$ cat config.mk
export PLATFORM = sky130hd
export DESIGN_NAME = life_grid_engine
export DESIGN_NICKNAME = d
export VERILOG_FILES = /design/src/rtl/life_grid_engine.sv
export SDC_FILE = /design/constraint.sdc
export NUM_CORES = 1
export LEC_CHECK = 0
export CAP_MARGIN = 30
export CORE_MARGIN = 1
export CORE_UTILIZATION = 30
export DETAILED_ROUTE_END_ITERATION = 8
export GPL_ROUTABILITY_DRIVEN = 0
export PLACE_DENSITY = 0.57
export SETUP_SLACK_MARGIN = 0.1
export SYNTH_ARGS = -nofsm -noshare
export SYNTH_HDL_FRONTEND = slang
export SYNTH_SLANG_ARGS = --single-unit
$ cat constraint.sdc
create_clock -name clk -period 4.2 [get_ports clk]
set_clock_uncertainty 0.2 [all_clocks]
set_input_delay 0.84 -clock clk [delete_from_list [all_inputs] [get_ports clk]]
set_output_delay 0.84 -clock clk [all_outputs]
set_load 0.05 [all_outputs]
$ cat src/rtl/life_grid_engine.sv
// Parametrised B3/S23 Game-of-Life engine with row-serial load, status and LED row scan.
// Define LIFE_TORUS_EN for a toroidal grid; otherwise off-grid neighbours read as dead.
module life_grid_engine #(
    parameter int unsigned ROWS            = 8,
    parameter int unsigned COLS            = 8,
    parameter int unsigned GAME_DIVIDER    = 22,
    parameter int unsigned DISPLAY_DIVIDER = 14,
    parameter int unsigned GEN_W           = 16
) (
    input  logic                 clk,
    input  logic                 rst_n,
    input  logic                 run,
    input  logic                 step_req,
    input  logic                 load_start,
    input  logic                 load_valid,
    input  logic [COLS-1:0]      load_data,
    output logic                 load_ready,
    output logic [ROWS*COLS-1:0] cells,
    output logic [GEN_W-1:0]     generation,
    output logic                 extinct,
    output logic                 stable,
    output logic [ROWS-1:0]      row_sel,
    output logic [COLS-1:0]      col_drive
);

    localparam int unsigned N  = ROWS * COLS;
    localparam int unsigned PW = $clog2(ROWS);
`ifdef LIFE_TORUS_EN
    localparam bit Torus = 1'b1;
`else
    localparam bit Torus = 1'b0;
`endif

    typedef enum logic [1:0] {StIdle, StRun, StLoad} state_e;

    state_e                     state_q;
    logic                       load_ready_q;
    logic [PW-1:0]              row_ptr_q;
    logic [GAME_DIVIDER-1:0]    game_cnt_q;
    logic [DISPLAY_DIVIDER-1:0] disp_cnt_q;
    logic [N-1:0]               cells_q, cells_d, life_next;
    logic [GEN_W-1:0]           gen_q;
    logic                       stable_q;
    logic [ROWS-1:0]            row_sel_q;
    logic [ROWS-1:0]            row_we;
    logic                       game_tick, update, load_beat, first_beat, last_beat;

    assign game_tick  = (state_q == StRun) && (&game_cnt_q);
    // load_start pre-empts both the run tick and a single step
    assign update     = !load_start && (game_tick || ((state_q == StIdle) && step_req));
    assign load_beat  = load_ready_q && load_valid && !load_start;
    assign first_beat = load_beat && (row_ptr_q == '0);
    assign last_beat  = load_beat && (row_ptr_q == PW'(ROWS - 1));

    for (genvar r = 0; r < ROWS; r++) begin : g_row
        assign row_we[r] = load_beat && (row_ptr_q == PW'(r));

        for (genvar c = 0; c < COLS; c++) begin : g_col
            localparam int unsigned RN = (r == 0) ? ROWS - 1 : r - 1;
            localparam int unsigned RS = (r == ROWS - 1) ? 0 : r + 1;
            localparam int unsigned CW = (c == 0) ? COLS - 1 : c - 1;
            localparam int unsigned CE = (c == COLS - 1) ? 0 : c + 1;
            // Edge masks are constants, so the dead-border build drops the wrapped taps
            localparam bit HasN = Torus || (r != 0);
            localparam bit HasS = Torus || (r != ROWS - 1);
            localparam bit HasW = Torus || (c != 0);
            localparam bit HasE = Torus || (c != COLS - 1);

            logic [7:0] nbr;
            logic [3:0] cnt;

            assign nbr = {cells_q[RN*COLS+CW] & HasN & HasW,
                          cells_q[RN*COLS+c]  & HasN,
                          cells_q[RN*COLS+CE] & HasN & HasE,
                          cells_q[r*COLS+CW]  & HasW,
                          cells_q[r*COLS+CE]  & HasE,
                          cells_q[RS*COLS+CW] & HasS & HasW,
                          cells_q[RS*COLS+c]  & HasS,
                          cells_q[RS*COLS+CE] & HasS & HasE};

            assign cnt = {3'b000, nbr[0]} + {3'b000, nbr[1]} + {3'b000, nbr[2]} +
                         {3'b000, nbr[3]} + {3'b000, nbr[4]} + {3'b000, nbr[5]} +
                         {3'b000, nbr[6]} + {3'b000, nbr[7]};

            assign life_next[r*COLS+c] = (cnt == 4'd3) || (cells_q[r*COLS+c] && (cnt == 4'd2));
            assign cells_d[r*COLS+c]   = row_we[r] ? load_data[c] :
                                         update    ? life_next[r*COLS+c] : cells_q[r*COLS+c];
        end
    end

    always_ff @(posedge clk or negedge rst_n) begin
        if (!rst_n) begin
            state_q      <= StIdle;
            load_ready_q <= 1'b0;
            row_ptr_q    <= '0;
            game_cnt_q   <= '0;
            cells_q      <= '0;
            gen_q        <= '0;
            stable_q     <= 1'b0;
        end else begin
            cells_q <= cells_d;

            if (first_beat) begin
                gen_q    <= '0;
                stable_q <= 1'b0;
            end else if (update) begin
                stable_q <= (life_next == cells_q);
                if (!(&gen_q)) begin
                    gen_q <= gen_q + GEN_W'(1);
                end
            end

            // Only counts while staying in RUN; any exit clears it
            if ((state_q == StRun) && run && !load_start) begin
                game_cnt_q <= game_cnt_q + GAME_DIVIDER'(1);
            end else begin
                game_cnt_q <= '0;
            end

            if (load_start) begin
                state_q      <= StLoad;
                load_ready_q <= 1'b1;
                row_ptr_q    <= '0;
            end else begin
                case (state_q)
                    StIdle: if (run) state_q <= StRun;
                    StRun:  if (!run) state_q <= StIdle;
                    StLoad: begin
                        if (load_beat) begin
                            row_ptr_q <= row_ptr_q + PW'(1);
                            if (last_beat) begin
                                state_q      <= StIdle;
                                load_ready_q <= 1'b0;
                                row_ptr_q    <= '0;
                            end
                        end
                    end
                    default: state_q <= StIdle;
                endcase
            end
        end
    end

    always_ff @(posedge clk or negedge rst_n) begin
        if (!rst_n) begin
            disp_cnt_q <= '0;
            row_sel_q  <= ROWS'(1);
        end else begin
            disp_cnt_q <= disp_cnt_q + DISPLAY_DIVIDER'(1);
            if (&disp_cnt_q) begin
                row_sel_q <= {row_sel_q[ROWS-2:0], row_sel_q[ROWS-1]};
            end
        end
    end

    always_comb begin
        col_drive = '0;
        for (int r = 0; r < ROWS; r++) begin
            if (row_sel_q[r]) begin
                col_drive = col_drive | cells_q[r*COLS +: COLS];
            end
        end
    end

    assign cells      = cells_q;
    assign generation = gen_q;
    assign extinct    = ~|cells_q;
    assign stable     = stable_q;
    assign load_ready = load_ready_q;
    assign row_sel    = row_sel_q;

endmodule

==> reports/metrics.yaml <==
outcome:
  status: "complete, but fails checks"
  violations: "design-rule violations, negative setup slack"
worst_setup_path:
  path_delay_family: "adder cells"
  cp_cell_sequence: "clkinvlp_4, buf_4, fa_1, fa_1, fa_1, inv_1, ha_1, fa_1, nand2_1, nor4b_1, a2111o_1, a2111oi_2, nand4_1, or4_1, o2bb2ai_1"
  worstPathArrival_ns: 4.90
  crit_buf_inv: 3
  cp-start-kind: "flop"
  path_max_fanout: 3
  critPathMostFrequentCell: "fa_1"
  crit_required_ns: 4.40
  slowest_delay_ns: 0.50
  endpoint_kind: "flop"
  cp_slowest_cell: "fa_1"
  worstSetupPathType: "flop to flop"
timing:
  hold_viol_final: 0
  final_max_slew_viol_count: 0
  fmax_mhz: 213
  worst_slack_ns: -0.495
  final.setup.tns_ns: -0.495
  period_share: 1.12
  relSlewSlack: 0.322
  finalSetupViolCount: 1
  rsz0062_at_grt: "yes"
  min_period_ns: 4.70
  worstMarginPinSlew_ns: 1.00
  hold_ws_ns: 0.164
clock_tree:
  cts_max_path_buffers: 2
  clock_sinks: 131
  htreeDepth: 4
  cts_tree: "done"
  numCtsBuffers: 17
  clk_pin_slew_worst_paths_ns: 0.07
  clk_latency_ns: 0.47
  cts_hold_buf: 0
  cts-root-buf: "clkbuf_16"
logic_synthesis:
  synthFlopType: "dfrtp_1"
  async_flop_share: 1.00
  synth_seq_area_share: 0.203
  synth-seq-cells: 131
  ys_types: 69
  syn_inst: 1687
  syn_nets: 2086
  avgSynthCellArea_um2: 9.57
  synth_top_family_by_area: "adder cells"
  synth_xor_area_frac: 0.0233
  synthMuxAreaShare: 0.0126
  synth_edf_count: 0
  yosys.area_share.adder: 0.389
  yosys_warnings: 0
  synth_compound_gate_area_share: 0.144
  synth_area_um2: 16100
  synth-simple-area-share: 0.151
global_route:
  use_met1: 0.321
  met3_usage: 0.0492
  grt_pass1_wl_um: 94700
  grt_max_degree: 56
  grt_pass1_vias: 14879
  grt.busiest_layer: "met2"
  grt_use_met2: 0.365
  grt_util_all_layers: 0.238
  gr-total-overflow: 0
  antenna_found_initial: 3
drt:
  via_per_inst: 5.34
  wirelength_um: 63200
  ant_nets: 0
  drtIter0Drc: 1423
  vias: 14714
  post-route-drc-count: 20
  firstDrtPassIters: 9
  post_drt_wl_per_cell_um: 23.0
worst_hold_path:
  hp-class: "primary input to async pin"
floorplan:
  dieWidth_um: 234
  num_rows: 84
  start_util: 0.305
  dieHeight_um: 234
  core-area_um2: 52900
  ioPinCount: 113
  die_area_um2: 54800
place:
  placed_area_um2: 20200
  numPortBuffers: 112
  hpwlAfterDp_um: 51600
power:
  p_leak_uw: 0.0102
  power_density_nw_per_um2: 660
  ir_worst_vdd_mv: 0.308
  power_uw: 13800
finish:
  drive_gt1_frac: 0.192
  fin_area_um2: 20900
  syn2layout_area_growth_pct: 29.4
  final_nets: 2451
flow_run:
  cap_viol_max_count: 0
==> logic make-up (layout without fill, tap and decap cells) <==
logic type	Yosys count	after routing
and+or+nand+nor	440	440
adders and majority gates	385	385
AOI/OAI and AO/OA	345	345
buffers and inverters	324	701
DFF	131	131
xor gates and xnor gates	43	43
muxes	19	19
other	0	1
==> layout by cell type, fill, tap and decap left out, types with 8 or more instances in the layout <==
| cell type | Yosys | layout |
|---|---|---|
| a211oi_1 | 47 | 46 |
| o21ai_0 | 34 | 28 |
| nand3_1 | 35 | 35 |
| nand4_1 | 41 | 41 |
| nand2b_1 | 32 | 32 |
| a22oi_1 | 43 | 41 |
| fa_1 | 196 | 195 |
| clkdlybuf4s50_1 | 0 | 110 |
| nand3b_1 | 8 | 8 |
| o31ai_1 | 18 | 18 |
| nor2_1 | 97 | 96 |
| buf_4 | 2 | 284 |
| ha_1 | 189 | 186 |
| dfrtp_1 | 130 | 104 |
| dfrtp_2 | 0 | 20 |
| nand2_1 | 83 | 83 |
| a21o_1 | 44 | 44 |
| clkbuf_16 | 0 | 17 |
| mux2i_1 | 8 | 8 |
| xnor2_1 | 21 | 21 |
| nor3_1 | 9 | 9 |
| and3_1 | 25 | 25 |
| clkinvlp_4 | 0 | 11 |
| nor2b_1 | 16 | 16 |
| nor4bb_1 | 17 | 17 |
| xor2_1 | 22 | 22 |
| mux2_2 | 11 | 11 |
| nor3b_1 | 14 | 14 |
| and2_1 | 12 | 12 |
| inv_1 | 271 | 259 |
| a21oi_1 | 100 | 99 |
==> final timing paths <==
check                         startpoint       endpoint  slack (ns)  cells past startpoint
min in group clk           game_cnt_q[0]  game_cnt_q[0]        0.27                      1
max                            cells[27]         stable       -0.50                     15
max reg2reg                    cells[27]         stable       -0.50                     15
min                                rst_n      cells[63]        0.16                      1
max in group asynchronous          rst_n       cells[9]        2.73                      2
min reg2reg                game_cnt_q[0]  game_cnt_q[0]        0.27                      1
==> power breakdown <==
| part | total [µW] | leakage, µW | switching, µW | internal [µW] |
|---|---|---|---|---|
| logic | 10600 | 0.00820 | 6080 | 4500 |
| clock network | 1710 | 0.000308 | 693 | 1020 |
| registers | 1520 | 0.00171 | 112 | 1410 |
==> through the flow <==
stage / instances / util / setup WS (ns)
final: 2753 / 0.395 / -0.495
after global routing: 2752 / 0.395 / -0.595
after CTS: 2751 / 0.394 / -0.430
after detailed placement: 2718 / 0.382 / -0.556
after global placement: 2717 / 0.382 / -0.489
after floorplan: 1687 / - / -0.528
==> per-layer routing <==
metal	wire length, µm	part of all wire
met1	26800	0.42
met2	27900	0.44
met3	5680	0.090
met4	2770	0.044
met5	13	0.00021
==> layout make-up <==
| cell class | instances | area [µm²] |
|---|---|---|
| sequential | 131 | 3330 |
| antenna | 1 | 2.50 |
| clock buffer | 18 | 439 |
| clock inverter | 13 | 198 |
| multi-input combinational | 1232 | 11700 |
| fill | 5232 | 32000 |
| inverter | 271 | 1050 |
| tap | 688 | 861 |
| timing repair buffer | 399 | 3310 |
==> cell usage after synthesis (4+ instances only) <==
master | n | share of area
nor3_1 | 9 | 0.0028
and4_1 | 7 | 0.0038
o22ai_1 | 5 | 0.0019
dfrtp_1 | 130 | 0.20
nor2b_1 | 16 | 0.0062
o2111ai_1 | 7 | 0.0038
xnor2_1 | 21 | 0.011
fa_1 | 196 | 0.24
nor4_1 | 8 | 0.0031
a22oi_1 | 43 | 0.020
and3b_1 | 4 | 0.0022
nor2_1 | 97 | 0.023
or4_1 | 4 | 0.0019
a21oi_1 | 100 | 0.031
buf_2 | 12 | 0.0037
a32oi_1 | 4 | 0.0022
mux2_2 | 11 | 0.0077
a2111oi_0 | 9 | 0.0049
nand4b_1 | 5 | 0.0027
nor3b_1 | 14 | 0.0065
o221ai_1 | 4 | 0.0022
nand2b_1 | 32 | 0.012
nand4_1 | 41 | 0.016
xor2_1 | 22 | 0.012
ha_1 | 189 | 0.15
or3_1 | 5 | 0.0019
and3_1 | 25 | 0.0097
nor4bb_1 | 17 | 0.011
a211oi_1 | 47 | 0.022
and2_1 | 12 | 0.0046
nand3_1 | 35 | 0.011
o21ai_0 | 34 | 0.011
inv_1 | 271 | 0.063
buf_1 | 9 | 0.0021
mux2i_1 | 8 | 0.0050
o31ai_1 | 18 | 0.0084
nand3b_1 | 8 | 0.0037
o211ai_1 | 5 | 0.0023
clkbuf_1 | 30 | 0.0070
a21o_1 | 44 | 0.020
nand2_1 | 83 | 0.019
==> worst register-to-register path, delay by kind of cell, from the launching register on <==
kind,cells,cell delay [ns]
buffers and inverters,3,0.35
adders and majority gates,5,2.08
DFF,1,0.39
and+or+nand+nor,4,0.73
AOI/OAI and AO/OA,3,0.87
==> registers in the layout (all words and copies together), names as in the netlist <==
register / count
row_ptr_q: 3
stable: 1
disp_cnt_q: 14
load_ready: 1
cells: 64
row_sel: 8
game_cnt_q: 22
generation: 16
state_q: 2
==> what timing repair did <==
| action | in CTS | in global routing |
|---|---|---|
| setup endpoints to repair | 2 | 5 |
| setup buffers | 2 | 1 |
| pin swaps | 1 | 1 |
| gates resized for setup | 10 | 12 |
Power figures use the tool's default switching activity.
